--- src/rtl/bin_frame_packetizer.sv ---
// Frames each collected bin vector as one header word plus BINS zero-extended data words.
// A one-deep pending buffer absorbs a vector that arrives mid-frame; later arrivals are dropped.
module bin_frame_packetizer #(
  parameter int unsigned BINS  = 4,
  parameter int unsigned N     = 16,
  parameter logic [15:0] MAGIC = 16'hB1A5
) (
  input  logic              clk,
  input  logic              reset,
  input  logic [BINS*N-1:0] in_bins,
  input  logic              in_valid,
  output logic [31:0]       out_data,
  output logic              out_valid,
  input  logic              out_ready,
  output logic              out_first,
  output logic              out_last,
  output logic [15:0]       seq_num,
  output logic [15:0]       drop_cnt,
  output logic              busy
);

  localparam int unsigned IW = (BINS > 1) ? $clog2(BINS) : 1;
  localparam logic [IW-1:0] LastIdx = IW'(BINS - 1);

  typedef enum logic [1:0] {StIdle, StHdr, StData} state_e;

  state_e                 state_q;
  logic [BINS-1:0][N-1:0] in_vec;
  logic [BINS-1:0][N-1:0] frame_q;
  logic [BINS-1:0][N-1:0] pend_q;
  logic                   pend_full_q;
  logic [IW-1:0]          idx_q;
  logic [IW-1:0]          idx_inc;
  logic [15:0]            seq_inc;
  logic                   hs;
  logic                   last_hs;

  assign in_vec  = in_bins;
  assign seq_inc = seq_num + 16'd1;
  assign idx_inc = idx_q + 1'b1;
  assign hs      = out_valid & out_ready;
  assign last_hs = hs && (state_q == StData) && (idx_q == LastIdx);
  assign busy    = (state_q != StIdle);

  always_ff @(posedge clk) begin
    if (reset) begin
      state_q     <= StIdle;
      frame_q     <= '0;
      pend_q      <= '0;
      pend_full_q <= 1'b0;
      idx_q       <= '0;
      seq_num     <= '0;
      drop_cnt    <= '0;
      out_data    <= '0;
      out_valid   <= 1'b0;
      out_first   <= 1'b0;
      out_last    <= 1'b0;
    end else begin
      case (state_q)
        StIdle: begin
          if (in_valid) begin
            frame_q   <= in_vec;
            seq_num   <= seq_inc;
            state_q   <= StHdr;
            out_valid <= 1'b1;
            out_first <= 1'b1;
            out_last  <= 1'b0;
            out_data  <= {MAGIC, seq_inc};
          end
        end
        StHdr: begin
          if (hs) begin
            state_q   <= StData;
            idx_q     <= '0;
            out_first <= 1'b0;
            out_last  <= (BINS == 1);
            out_data  <= 32'(frame_q[0]);
          end
        end
        StData: begin
          if (hs) begin
            if (idx_q == LastIdx) begin
              // Pending vector takes precedence over a same-cycle arrival
              if (pend_full_q || in_valid) begin
                frame_q   <= pend_full_q ? pend_q : in_vec;
                seq_num   <= seq_inc;
                state_q   <= StHdr;
                out_first <= 1'b1;
                out_last  <= 1'b0;
                out_data  <= {MAGIC, seq_inc};
              end else begin
                state_q   <= StIdle;
                out_valid <= 1'b0;
                out_last  <= 1'b0;
              end
            end else begin
              idx_q    <= idx_inc;
              out_data <= 32'(frame_q[idx_inc]);
              out_last <= (idx_inc == LastIdx);
            end
          end
        end
        default: state_q <= StIdle;
      endcase

      if ((state_q != StIdle) && in_valid) begin
        if (last_hs) begin
          // Pending moves to the frame buffer above, so the arrival refills it
          if (pend_full_q) pend_q <= in_vec;
        end else if (!pend_full_q) begin
          pend_q      <= in_vec;
          pend_full_q <= 1'b1;
        end else if (drop_cnt != 16'hFFFF) begin
          drop_cnt <= drop_cnt + 16'd1;
        end
      end
      if (last_hs && pend_full_q && !in_valid) pend_full_q <= 1'b0;
    end
  end

endmodule

--- config.mk ---
export PLATFORM = sky130hd
export DESIGN_NAME = bin_frame_packetizer
export DESIGN_NICKNAME = d
export VERILOG_FILES = /design/src/rtl/bin_frame_packetizer.sv
export SDC_FILE = /design/constraint.sdc
export NUM_CORES = 1
export LEC_CHECK = 0
export CAP_MARGIN = 15
export CELL_PAD_IN_SITES_DETAIL_PLACEMENT = 1
export CELL_PAD_IN_SITES_GLOBAL_PLACEMENT = 1
export CORE_AREA = 2 2 173 124
export DETAILED_ROUTE_END_ITERATION = 7
export DIE_AREA = 0 0 175 126
export PLACE_DENSITY_LB_ADDON = 0.1
export REMOVE_ABC_BUFFERS = 1
export SYNTH_ARGS = -nofsm -noshare
export SYNTH_HDL_FRONTEND = slang
export SYNTH_SLANG_ARGS = --single-unit
--- constraint.sdc ---
create_clock -name clk -period 7.2 [get_ports clk]
set_clock_uncertainty 0.05 [all_clocks]
set_input_delay 1.44 -clock clk [delete_from_list [all_inputs] [get_ports clk]]
set_output_delay 1.44 -clock clk [all_outputs]
set_load 0.005 [all_outputs]
**Yosys cells after proc, flatten, opt, wreduce, memory -nomap -nowiden**

Cells that the tools add are included.

- Reductions and logical operators: 23
- Bitwise operators: 2
- Equal/unequal tests: 14
- Mux-type cells: 45
- Add/subtract/negate cells: 3
- Order comparisons: 1

Operators by type and width:

| kind | count |
|---|---|
| 64-bit two-way mux | 7 |
| 32-bit two-way mux | 5 |
| 64-bit case mux with 2 select lines | 1 |
| 32-bit case mux with 3 select lines | 1 |
| 16-bit two-way mux | 5 |
| 16-bit by 1-bit adder with 16-bit output, second input constant | 2 |
| 16-bit binary-select mux with 2-bit select | 1 |
| 16-bit case mux with 2 select lines | 1 |
| 16-bit != test, second input constant | 1 |
| 4-bit AND reduction | 4 |
| 5-bit AND reduction | 3 |
| 2-bit two-way mux | 7 |
| 1-bit two-way mux | 12 |
| 2-bit != test, second input constant | 6 |
| 2-bit == test, second input constant | 3 |
| 1-bit case mux with 3 select lines | 2 |
| 2-bit case mux with 3 select lines | 1 |
| 6-bit AND reduction | 1 |
| 2-bit nonzero test | 3 |
| 1-bit logical AND | 5 |
| 2-bit by 1-bit != test with 1-bit output, second input constant | 2 |
| 2-bit case mux with 2 select lines | 1 |
| 2-bit AND reduction | 2 |
| 2-bit by 3-bit less-than comparator with 1-bit output, second input constant | 1 |
| 11 further kinds | 11 |

- Input bits: 68
- Register bits: 200

**Depth between registers and ports, before layout**

Gate-level depths: netlist (run 1).

- Depth after elaboration: 6
- Mapped depth: 11

**Least setup slack after synthesis (run 1)**

OpenSTA, ideal clock, no wires.

- Path type: input to register
- Start: in in_valid
- End: reg drop_cnt[14]
- Setup slack: 4093 ps
- Path buffers: 1
- Cell stages on the path: 6
- Arrival time: 2929 ps
- Library setup time: 128 ps
- Path through: buf_2 nand3b_1 or4b_4 or4_1 mux2i_1 nor2_1

- Cells in the longest elaborated chain, start to end: 2

Ends and longest elaborated chain:

| what | line | source |
|---|---|---|
| from (decl) | 11 | `input logic in_valid,` |
| 1-bit logical AND | 106 | `if ((state_q != StIdle) && in_valid) begin` |
| 4-bit AND reduction (no line) | n/a |  |
| to (signal assigned) | 114 | `drop_cnt <= drop_cnt + 16'd1;` |
| to (decl) | 18 | `output logic [15:0] drop_cnt,` |

Every way passes these cells.
A chain may end at the register's enable or synchronous reset.

**Worst setup path in the final report (run 1)**

- Start: in in_valid
- End: reg frame_q[48] (netlist name)

- Cells in the longest elaborated chain, start to end: 3
- Elaborated cells on any way between the ends: 4
- Those cells by class: eq/ne: 2; reduce/logical: 2

Ends and longest elaborated chain:

| what | line | source |
|---|---|---|
| 1-bit logical OR | 84 | `if (pend_full_q \|\| in_valid) begin` |
| 2-bit by 1-bit != test with 1-bit output (no line) | n/a |  |
| 5-bit AND reduction (no line) * | n/a |  |
| to (signal assigned) | 62 | `frame_q <= in_vec;` |
| to (signal assigned) | 85 | `frame_q <= pend_full_q ? pend_q : in_vec;` |
| to (decl) | 29 | `logic [BINS-1:0][N-1:0] frame_q;` |

Mark *: on every way between the ends. The rest lies on a longest branch, timed or not.

==> results.cfg, run 1 <==
[global_routing]
grt_overflow_total = 0
grt_pass1_wl_um = 42200
antenna_found_initial = 0
grt_pass1_vias = 7643
grt_use_total_pct = 24.0
grt_max_degree = 97

[routing]
top_layer = met4
drtIter0Drc = 542
vias_per_cell = 5.54
dr.pass1.iters = 5
wirelength_um = 26200
wl_met2_um = 11700
met3_length_um = 1230
dr_total_vias = 7889
drcViolationCount = 0
ant_nets = 0
wl_per_cell_um = 18.4
wirelength_met1_um = 13100

[placement]
io_buffers = 127
dp_cells = 1394
hpwl_um = 16600
place_congestion = 0.823

[power]
switchingPower_uw = 1440
ir_drop_v = 0.000224
cellLeakagePower_uw = 0.00373
p_comb_share_pct = 35.5
p_sw_share_pct = 38.6
pwr_density_cell_nw_per_um2 = 359
clkPwrFrac_pct = 23.9
finalPower_uw = 3740
p_int_uw = 2300
pwr-share-seq_pct = 40.5

[final_layout]
final_util_pct = 51.0
nets = 1214
antenna_cells = 0
area_growth_pct = 21.1
drive_above_1_share_pct = 5.66
fin_cells = 1425

[timing]
max_freq_ghz = 0.215
finalHoldViolCount = 0
tightest_slew_ns = 1.02
rsz0062_at_grt = false
max-slew-margin-rel_pct = 32.0
min_period_over_period_pct = 64.6
min_period_ns = 4.65
setup_violations = 0
setup_tns_ns = 0
maxSlewViolCount = 0

[clock_tree]
postCtsSetupRepairBufs = 0
clk_latency_ns = 0.43
cts_buffers = 17
cts_root_buf = clkbuf_16
post_cts_resized = 0
cts_max_level = 4
hold_buffers = 0
clock_path_buffers = 2
clk_pin_slew_ns = 0.07
cts_tree = built
clock_sinks = 185

[critical_path]
crit_arrival_ns = 4.94
cp-startpoint = in_valid
regToRegStartpoint = idx_q[1]$_SDFFE_PP0P_
cp_max_fo = 96
required_ns = 7.49
crit_type = in -> reg
crit_path_start_kind = primary input
crit_path_end_kind = flip-flop

[logic_synthesis]
async_flop_share_pct = 0
netlist_area_um2 = 8600
ys_ff_latch = 185
synthDistinctLibCells = 51
synthFlopType = dfxtp_1
synth_edf_count = 0
avgSynthCellArea_um2 = 7.97
netlist_instances = 1079
ys_top_cells_by_area = dfxtp_1 (43%), nand2_1 (9.6%), a311oi_1 (7.2%), nor2_1 (5.5%), nand3_1 (4.9%)
netlist.area_leader.share_pct = 43.0
yosys.area.top_type = dfxtp_1
ys_seq_area_share_pct = 43.0
yosysWarnings = 0

[flow_run]
drv_cap = 0

[floorplanning]
dieArea_um2 = 22100
num_rows = 44
die_y_um = 126
ios = 136
core_um2 = 20400
die-width_um = 175
initial_utilization_pct = 42.1

[min_path]
hold_path_startpoint = pend_q[44]$_SDFFE_PP0P_
worstHoldPathType = reg -> reg

[outcome]
status = complete, no violations
## routing by layer
metal  vias to the layer above  track usage, %
met4                         0            4.07
met1                      3830            34.7
met2                       169            37.5
met5                         -               0
li1                       3876               -
met3                        14            5.01
## cell families after synthesis
kind of cell             synth area share, %
buffers and inverters                   6.24
AO/OA/AOI/OAI                           17.5
XOR/XNOR                                3.77
other                                 0.0436
flip-flops                              43.0
AND/OR/NAND/NOR                         24.7
adder cells (fa/ha/maj)                 1.31
multiplexers                            3.45
## state kept, by name, indices dropped and copies added (netlist names), 2 cells and up
| signal | flops |
|---|---|
| idx_q | 2 |
| state_q | 2 |
| drop_cnt | 16 |
| frame_q | 64 |
| pend_q | 64 |
| out_data | 17 |
| seq_num | 16 |
## synthesized netlist by cell type (3+ instances only)
cell,n
nor2_1,127
nor3_1,11
inv_1,13
nand2_1,221
o2bb2ai_1,7
nand4_1,13
ha_1,9
buf_4,16
nand4b_1,3
a2111oi_0,3
buf_2,21
a211oi_1,13
a31o_2,3
nand3_1,84
clkbuf_1,69
a32oi_1,6
a311oi_1,71
mux2i_1,15
mux4_2,6
nor2b_1,4
and3_1,4
xnor2_1,22
a21oi_1,81
o21ai_0,15
and2_1,3
a21boi_1,3
dfxtp_1,185
xor2_1,15
nand2b_1,5
a22o_1,4
## layout make-up
cell class	instances	area, µm²
clock buffers	20	457
clock inverters	11	90.1
fillers	2443	10000
inverters	13	48.8
multi-input cells	781	4410
flip-flops and latches	185	3700
well taps	276	345
repair buffers	139	1360
## through the flow
stage               hold WS, ns  area [µm²]  setup WS [ns]
floorplan                 0.381        8140           1.14
global placement          0.394        9860           2.23
detailed placement        0.397        9870           2.07
CTS                       0.408       10400           2.52
global route              0.428       10400           2.24
finish                    0.407       10400           2.55
## cell usage in the layout (no fill, tap or decap), drive strengths merged, types with 8 or more instances in the layout
cell type | Yosys | final
nor3 | 12 | 12
xor2 | 15 | 15
dfxtp | 185 | 185
o21ai | 15 | 15
nand3 | 84 | 84
clkdlybuf4s50 | 0 | 126
a21oi | 81 | 81
conb | 1 | 8
mux2i | 15 | 15
a311oi | 71 | 71
nand4 | 14 | 14
nor2 | 127 | 127
a211oi | 13 | 13
nand2 | 221 | 221
inv | 13 | 16
ha | 9 | 9
clkbuf | 69 | 20
buf | 38 | 13
xnor2 | 22 | 22
## worst max-delay path, cell delays in order
cell and delay, ns:
clkdlybuf4s50_1 0.66, nand2b_1 0.21, a21boi_1 0.78, and2_4 0.94, buf_4 0.53, nor2_1 0.08, a311oi_1 0.28
## final timing paths
kind,slack (ns),cells past startpoint,to
max,2.55,7,frame_q[48]$_SDFFE_PP0P_
min reg2reg,0.41,2,pend_q[44]$_SDFFE_PP0P_
max reg2reg,3.32,7,frame_q[48]$_SDFFE_PP0P_
min,0.41,2,pend_q[44]$_SDFFE_PP0P_
## power groups by stage
| stage | clock [µW] | combinational [µW] | sequential [µW] |
|---|---|---|---|
| 2_1_floorplan | 0 | 815 | 1500 |
| 3_3_place_gp | 0 | 1300 | 1520 |
| 3_5_place_dp | 0 | 1340 | 1530 |
| 4_1_cts | 908 | 1340 | 1520 |
| 5_1_grt | 964 | 1480 | 1550 |
| 6_report | 896 | 1330 | 1520 |
No activity file was read; power rests on OpenSTA's default activity.
==> run 2, diff against run 1 <==
CORE_AREA = 2 2 188 135   (was 2 2 173 124)
DIE_AREA = 0 0 190 137   (was 0 0 175 126)
clock period = 3.8 ns   (was 7.2 ns; I/O delays follow)
==> run 2 against run 1 <==
Effect of this change:
- register-to-register slack lost 2.3 ns
- first-iteration DRC count fell by 17%
- sequential share of layout area is 0.86 points lower
- core utilization decreased by 6.9 points
- flip-flop and latch count unchanged
- global-route usage down 1.9 points
- critical endpoint is now frame_q[25]$_SDFFE_PP0P_
- largest cell class unchanged
==> results.cfg, run 2 (synthesized netlist as in run 1, its figures left out) <==
[placement]
io_buffers = 127
dp_cells = 1457
hpwl_um = 18300
place_congestion = 0.761
post_dp_cell_area_um2 = 10100

[global_routing]
grt_use_met2_pct = 34.7
grt_pass1_vias = 7991
grt_use_total_pct = 22.1
antenna_found_initial = 0
grt_pass1_wl_um = 44600
grt_max_degree = 97
grt_overflow_total = 0
grt.busiest_layer = met2
grt_use_met3_pct = 4.92
gr-usage-met1_pct = 30.6

[clock_tree]
post_cts_resized = 0
hold_buffers = 0
clk_pin_slew_ns = 0.07
cts_buffers = 17
postCtsSetupRepairBufs = 0
clock_sinks = 185
clk_latency_ns = 0.46
cts_max_level = 4
cts_tree = built
clock_path_buffers = 2
cts_root_buf = clkbuf_16

[routing]
dr_total_vias = 7873
wirelength_um = 28100
ant_nets = 0
drtIter0Drc = 452
dr.pass1.iters = 4
wl_per_cell_um = 18.9
vias_per_cell = 5.29
drcViolationCount = 0

[final_layout]
multi_input_area_um2 = 4410
regArea_um2 = 3700
nets = 1228
fin_area_um2 = 10700
antenna_cells = 0
layout_commonest_cell = nand2_1
fin_cells = 1489
largestRegisters = frame_q: 64 flops, pend_q: 64 flops, out_data: 17 flops
area_growth_pct = 24.0
num-fill-cells = 2877
final_cell_mix = nand2_1 (219), dfxtp_1 (184), nor2_1 (127)
drive_above_1_share_pct = 6.96

[power]
pwr-share-seq_pct = 39.0
ir_drop_v = 0.000380
p_int_uw = 4580
p_comb_share_pct = 35.8
switchingPower_uw = 2840
clkPwrFrac_pct = 25.2
p_sw_share_pct = 38.3
pwr_density_cell_nw_per_um2 = 695
cellLeakagePower_uw = 0.00385

[critical_path]
crit_arrival_ns = 3.11
max_stage_delay_ns = 0.46
cp.buffers_inverters = 2
required_ns = 4.10
crit_path_start_kind = flip-flop
critical-path-top-delay-family = simple AND/OR/NAND/NOR gates
cp_slowest_cell = and2_4
cp_cell_sequence = inv_1, ha_2, nand4_2, o21ai_0, and2_4, buf_4, nor2_1, a311oi_1
crit_path_end_kind = flip-flop
cp_max_fo = 32
crit_type = reg -> reg

[floorplanning]
dieArea_um2 = 26000
die_y_um = 137
die-width_um = 190
num_rows = 48
initial_utilization_pct = 35.5
ios = 136
core_um2 = 24200

[timing]
min_period_ns = 2.81
finalHoldViolCount = 0
max_freq_ghz = 0.356
whs_ns = 0.408
maxSlewViolCount = 0
setup_violations = 0
max-slew-margin-rel_pct = 45.1
rsz0062_at_grt = false
tightest_slew_ns = 0.823
setup_tns_ns = 0
min_period_over_period_pct = 73.9

[flow_run]
drv_cap = 0

[min_path]
worstHoldPathType = reg -> reg

[outcome]
status = complete, no violations
-- run 2: stage by stage --
stage               total power [µW]  util (%)  setup slack, ns
finish                          7420      44.1            0.993
global route                    7910      44.1            0.769
CTS                             7490      44.1            0.970
detailed placement              5600      41.6            0.538
global placement                5540      41.6            0.676
floorplan                       4380         -            -2.26
-- run 2: per-layer routing --
metal	routed length, µm	vias to the layer above
met4	348	0
li1	-	3908
met1	13600	3800
met3	1590	21
met5	0	-
met2	12500	144
-- run 2: final cells by class --
| class | instances | area share, % |
|---|---|---|
| Clock inverter | 14 | 1.51 |
| Multi-Input combinational cell | 781 | 41.3 |
| Clock buffer | 18 | 4.12 |
| Tap cell | 325 | 3.81 |
| Inverter | 13 | 0.457 |
| Sequential cell | 185 | 34.7 |
| Timing Repair Buffer | 153 | 14.1 |
-- run 2: power by group through the flow --
stage	sequential, µW	combinational, µW	clock, µW
after floorplan	2840	1540	0
after global placement	2920	2620	0
after detailed placement	2930	2670	0
after CTS	2890	2690	1910
after global routing	2970	2950	1990
final	2890	2660	1870
-- run 2: final timing paths --
kind / startpoint / endpoint / slack, ns / cells after the start
worst min-delay path: pend_q[51]$_SDFFE_PP0P_ / pend_q[51]$_SDFFE_PP0P_ / 0.41 / 2
worst min register to register: pend_q[51]$_SDFFE_PP0P_ / pend_q[51]$_SDFFE_PP0P_ / 0.41 / 2
worst max-delay path: state_q[0]$_SDFFE_PP0P_ / frame_q[25]$_SDFFE_PP0P_ / 0.99 / 8
worst max register to register: state_q[0]$_SDFFE_PP0P_ / frame_q[25]$_SDFFE_PP0P_ / 0.99 / 8
-- run 2: worst reg2reg max path, cell delays in order, from the launching register on --
cell and delay [ns]:
dfxtp_1 0.36, inv_1 0.10, ha_2 0.41, nand4_2 0.29, o21ai_0 0.32, and2_4 0.46
buf_4 0.34, nor2_1 0.09, a311oi_1 0.28
